File: src/rtl/fpu_share_arbiter.sv
// Shares one FPUnit between NUM_REQ requesters with round-robin selection; one request in flight.
// Latency: accept edge -> start next cycle -> result pulse one cycle after fpu_done (or watchdog abort).
// Backpressure: req_ready pulses only in IDLE; requesters hold req_valid until their accept pulse.
module fpu_share_arbiter #(
    parameter int NUM_REQ     = 4,
    parameter int DATA_W      = 32,
    parameter int OP_W        = 2,
    parameter int TIMEOUT_CYC = 1024
) (
    input  logic                      clk,
    input  logic                      reset,
    input  logic [NUM_REQ-1:0]        req_valid,
    input  logic [NUM_REQ*OP_W-1:0]   req_op,
    input  logic [NUM_REQ*DATA_W-1:0] req_a,
    input  logic [NUM_REQ*DATA_W-1:0] req_b,
    output logic [NUM_REQ-1:0]        req_ready,
    output logic [NUM_REQ-1:0]        resp_valid,
    output logic [DATA_W-1:0]         resp_data,
    output logic [OP_W-1:0]           fpu_op,
    output logic [DATA_W-1:0]         fpu_a,
    output logic [DATA_W-1:0]         fpu_b,
    output logic                      fpu_start,
    input  logic                      fpu_done,
    input  logic [DATA_W-1:0]         fpu_result,
    output logic                      busy,
    output logic                      err_timeout
);

    localparam int GW  = (NUM_REQ > 1) ? $clog2(NUM_REQ) : 1;
    localparam int WDW = (TIMEOUT_CYC > 0) ? $clog2(TIMEOUT_CYC + 1) : 1;

    localparam logic [1:0] S_IDLE  = 2'd0;
    localparam logic [1:0] S_ISSUE = 2'd1;
    localparam logic [1:0] S_WAIT  = 2'd2;
    localparam logic [1:0] S_RESP  = 2'd3;

    localparam logic [WDW-1:0]    WD_LAST = WDW'((TIMEOUT_CYC > 0) ? TIMEOUT_CYC - 1 : 0);
    localparam logic [DATA_W-1:0] QNAN    = DATA_W'(32'h7FC0_0000);

    logic [1:0]        state_q, state_d;
    logic [GW-1:0]     rr_ptr_q, rr_ptr_d;
    logic [GW-1:0]     gnt_q, gnt_d;
    logic [OP_W-1:0]   op_q, op_d;
    logic [DATA_W-1:0] a_q, a_d;
    logic [DATA_W-1:0] b_q, b_d;
    logic [WDW-1:0]    wd_q, wd_d;
    logic [DATA_W-1:0] resp_data_q, resp_data_d;
    logic              err_q, err_d;

    logic              hit;
    logic [GW-1:0]     sel;

    // Round-robin search: first valid requester at or after rr_ptr, wrapping.
    always_comb begin
        hit = 1'b0;
        sel = '0;
        for (int i = 0; i < NUM_REQ; i++) begin
            if (!hit && req_valid[(int'(rr_ptr_q) + i) % NUM_REQ]) begin
                hit = 1'b1;
                sel = GW'((int'(rr_ptr_q) + i) % NUM_REQ);
            end
        end
    end

    // Sequencer next state; operands latched only at the accept edge.
    always_comb begin
        state_d     = state_q;
        rr_ptr_d    = rr_ptr_q;
        gnt_d       = gnt_q;
        op_d        = op_q;
        a_d         = a_q;
        b_d         = b_q;
        wd_d        = wd_q;
        resp_data_d = resp_data_q;
        err_d       = err_q;
        req_ready   = '0;
        resp_valid  = '0;
        case (state_q)
            S_IDLE: begin
                if (hit) begin
                    req_ready[sel] = 1'b1;
                    op_d           = req_op[sel*OP_W +: OP_W];
                    a_d            = req_a[sel*DATA_W +: DATA_W];
                    b_d            = req_b[sel*DATA_W +: DATA_W];
                    gnt_d          = sel;
                    state_d        = S_ISSUE;
                end
            end
            S_ISSUE: begin
                // fpu_done is deliberately not looked at here.
                wd_d    = '0;
                state_d = S_WAIT;
            end
            S_WAIT: begin
                if (fpu_done) begin
                    resp_data_d = fpu_result;
                    state_d     = S_RESP;
                end else begin
                    // Saturate so a disabled watchdog never wraps.
                    wd_d = (wd_q == '1) ? wd_q : wd_q + WDW'(1);
                    if (TIMEOUT_CYC != 0 && wd_q == WD_LAST) begin
                        resp_data_d = QNAN;
                        err_d       = 1'b1;
                        state_d     = S_RESP;
                    end
                end
            end
            default: begin
                resp_valid[gnt_q] = 1'b1;
                // Last served requester drops to lowest priority.
                rr_ptr_d = (gnt_q == GW'(NUM_REQ - 1)) ? '0 : gnt_q + GW'(1);
                state_d  = S_IDLE;
            end
        endcase
    end

    // State registers; reset aborts any in-flight request.
    always_ff @(posedge clk or posedge reset) begin
        if (reset) begin
            state_q     <= S_IDLE;
            rr_ptr_q    <= '0;
            gnt_q       <= '0;
            op_q        <= '0;
            a_q         <= '0;
            b_q         <= '0;
            wd_q        <= '0;
            resp_data_q <= '0;
            err_q       <= 1'b0;
        end else begin
            state_q     <= state_d;
            rr_ptr_q    <= rr_ptr_d;
            gnt_q       <= gnt_d;
            op_q        <= op_d;
            a_q         <= a_d;
            b_q         <= b_d;
            wd_q        <= wd_d;
            resp_data_q <= resp_data_d;
            err_q       <= err_d;
        end
    end

    assign fpu_start   = (state_q == S_ISSUE);
    assign fpu_op      = op_q;
    assign fpu_a       = a_q;
    assign fpu_b       = b_q;
    assign busy        = (state_q != S_IDLE);
    assign resp_data   = resp_data_q;
    assign err_timeout = err_q;

endmodule
File: config.mk
export PLATFORM = sky130hd
export DESIGN_NAME = fpu_share_arbiter
export DESIGN_NICKNAME = d
export VERILOG_FILES = /design/src/rtl/fpu_share_arbiter.sv
export SDC_FILE = /design/constraint.sdc
export NUM_CORES = 1
export LEC_CHECK = 0
export CORE_AREA = 2 2 161 163
export CTS_BUF_LIST = sky130_fd_sc_hd__clkbuf_4
export CTS_CLUSTER_DIAMETER = 50
export CTS_CLUSTER_SIZE = 25
export DETAILED_ROUTE_END_ITERATION = 10
export DIE_AREA = 0 0 163 165
export SLEW_MARGIN = 20
export SYNTH_ARGS = -nofsm -noshare
export SYNTH_HDL_FRONTEND = slang
export SYNTH_SLANG_ARGS = --single-unit
File: constraint.sdc
create_clock -name clk -period 6.3 [get_ports clk]
set_clock_uncertainty 0.1 [all_clocks]
set_input_delay 1.26 -clock clk [delete_from_list [all_inputs] [get_ports clk]]
set_output_delay 1.26 -clock clk [all_outputs]
set_load 0.01 [all_outputs]
==> summary.md <==
| Metric | Value |
|---|---|
| Outcome | completed |
| FF-to-FF Start | state_q[0] |
| Resize count post-CTS | 0 |
| Port Buffers | 411 |
| IO Pins | 412 |
| GRT Total Usage | 0.184 |
| Top cells by area, synth | dfrtp_1 46%, mux2i_1 21%, o221ai_1 9.3% |
| Multi-input logic area | 3120 um^2 |
| Post-Synthesis Cells | 572 |
| Final Worst Setup Slack | 1600 ps |
| CTS root buffer | clkbuf_4 |
| Synth Cell Area | 6320 um^2 |
| Most used flip-flop cell after synthesis | dfrtp_1 |
| Die W | 163 um |
| Dpl hpwl | 19.2 mm |
| Pwr dens | 395 nW/um^2 |
| ANT nets after route | 0 |
| Fmax | 0.213 GHz |
| Seq cells post-synth | 116 |
| CTS tree | yes |
| Yosys warns | 0 |
| Slowest stage delay, CP | 560 ps |
| Worst R2R Setup Slack | 3400 ps |
| Clock Tree Buf Depth | 2 |
| Pre-CTS WS | 1620 ps |
| Sequential-to-total area share from yosys stat | 0.459 |
| Crit Path Category | in -> out |
| R2R Path End | fpu_a[23] |
| Number of global-route vias before repair | 6,414 |
| HP Class | reg -> reg |
| Post-Route WL | 25.5 mm |
| Fin. Hold Viols | 0 |
| CP dominant cell by count | clkdlybuf4s50_1 |
| Most frequent cell after synthesis | mux2i_1 |
| Initial antenna violation count | 4 |
| Critical path arrival | 3340 ps |
| Post-route insts no fill | 1,310 |
| Dpl cells | 1,275 |
| Via count | 6,209 |
| Total gr overflow | 0 |
| Critical Path End | req_ready[2] |
| DR WL/cell | 19.4 um |
| Design Area, Final | 11,000 um^2 |
| Fin Setup TNS | 0 ps |
| CTS Buf Count | 17 |
| CP endpoint kind | output pin |
| Overall Power | 4.35 mW |
| Fin. max-slew vios | 0 |
| CP Launch Point | req_valid[3] |
| Least-Margin Pin Slew | 1110 ps |
| Share of layout cells above drive strength 1 | 0.0471 |
| Layout Nets | 1,277 |
| Initial Util | 0.252 |
| Async S/R FF share, synth | 1.00 |
| Core Region | 25,000 um^2 |
| Reg area | 2900 um^2 |
| Residual DRC count | 0 |
| Distinct cells, synth | 40 |
| Num rows | 58 |
| Vias/cell | 4.74 |
| Final Core Density | 0.439 |
| Startpoint types | input port |
| LEAKAGE | 4.64 nW |
| Pre-antenna DRT Iters | 4 |
| Area of the die | 26,900 um^2 |
| Worst-path clk slew | 130 ps |
| R2R cell count | 7 |
| Post-CTS Hold Buffers | 0 |
| H-tree levels | 4 |
| Number of max-cap violations | 0 |
| Placed instance area | 10,700 um^2 |
| CP cell instances | clkdlybuf4s50_1 > inv_1 > a21o_1 > a211oi_4 > buf_4 > nor3_1 > clkdlybuf4s50_1 |
| Top-area cell type share of the netlist area | 0.459 |
| RSZ-0062 raised after global routing | false |
| Final hold slack | 381 ps |
| Global-route wire length before repair | 37.7 mm |
| Slew margin rel. | 0.257 |
| Tmin final | 4700 ps |
| Most instantiated cells after synthesis | 133 x mux2i_1, 116 x dfrtp_1, 78 x nand2_1 |
| Setup bufs post-CTS | 0 |
| Syn_nets | 885 |
| Number of synthesized flops with an enable pin | 0 |
| Crit-path slowest cell | clkdlybuf4s50_1 |
| Clock Sinks | 116 |
| Worst-path fanout max | 17 |
| Largest net degree at the start of global routing | 118 |
| Worst path required time | 4940 ps |
| Clk Latency, worst-skew pair | 520 ps |
| Synthesis-to-finish area growth | 74.0% |
| Crit share post-route | 0.746 |
| Final estimated routing congestion in global placement | 0.825 |
| Mean Syn Cell Area | 11.0 um^2 |
| Detailed Route Iter0 Violations | 321 |
| Die H | 165 um |
| Final setup fails | 0 |
| Fillers | 2,423 |
| Leading area contributor after synthesis | dfrtp_1 |
| VDD IR max | 0.266 mV |
## sequential cells by signal, indices dropped and copies added, names as in the netlist
name         count
fpu_a           32
fpu_b           32
resp_data       32
wd_q            11
fpu_op           2
gnt_q            2
rr_ptr_q         2
state_q          2
err_timeout      1
## layer usage
metal	vias to the layer above	GRT usage	wire, um
met2	272	0.323	12700
met4	0	0.0499	373
met1	2985	0.209	10000
li1	2934	-	-
met5	-	0	0
met3	18	0.0681	2330
## cells by family after synthesis
logic type	count (synthesis)	synth area share
buf+inv	59	0.0499
xor+xnor	6	0.00832
mux	135	0.214
flops	116	0.459
fa+ha+maj	10	0.0198
simple gates	124	0.0879
compound gates	122	0.160
## layout make-up
| class | count | area share |
|---|---|---|
| diodes | 4 | 0.000911 |
| clock buffers | 17 | 0.0116 |
| clock inverters | 14 | 0.0170 |
| inverters | 13 | 0.00467 |
| multi-input cells | 397 | 0.283 |
| flip-flops and latches | 116 | 0.264 |
| well taps | 330 | 0.0376 |
| repair buffers | 419 | 0.381 |
## report_power, final
group | internal, mW | switching (mW) | leakage, nW
Clock | 0.311 | 0.317 | 0.159
Combinational | 1.27 | 1.17 | 3.04
Sequential | 1.08 | 0.196 | 1.44
Total | 2.66 | 1.68 | 4.64
## layout by cell type, fill, tap and decap left out, types with 2 or more instances in the layout
cell type / count
dfrtp_1: 116
clkinv_1: 2
nand3_1: 3
nand2_2: 2
a22o_1: 23
nor4_1: 5
a21o_1: 2
clkbuf_4: 17
nor2_1: 13
nand2b_1: 2
clkinvlp_4: 3
xnor2_1: 6
clkinv_2: 2
o221ai_1: 67
or3_1: 3
inv_1: 12
nand4_1: 2
o22a_1: 9
nor2b_1: 2
clkdlybuf4s50_1: 411
o21ai_1: 2
and2_1: 5
a21oi_1: 6
nor3_1: 5
nor3b_1: 2
clkinv_4: 2
nand2_1: 76
bufinv_16: 4
mux2i_1: 133
o21ai_0: 6
diode_2: 4
buf_4: 7
ha_1: 10
## how the worst min path moves through the flow
| stage | start | to | cells after the start |
|---|---|---|---|
| finish | err_timeout | err_timeout | 1 |
| global placement | err_timeout | err_timeout | 1 |
| global route | err_timeout | err_timeout | 1 |
| floorplan | wd_q[0] | wd_q[0] | 1 |
| CTS | err_timeout | err_timeout | 1 |
| detailed placement | err_timeout | err_timeout | 1 |
## worst max-delay path: cells and delay by family
| family | cells | cell delay, ps |
|---|---|---|
| simple gates | 1 | 80 |
| buf+inv | 4 | 1500 |
| compound gates | 2 | 500 |
(Power assumes the default switching activity.)
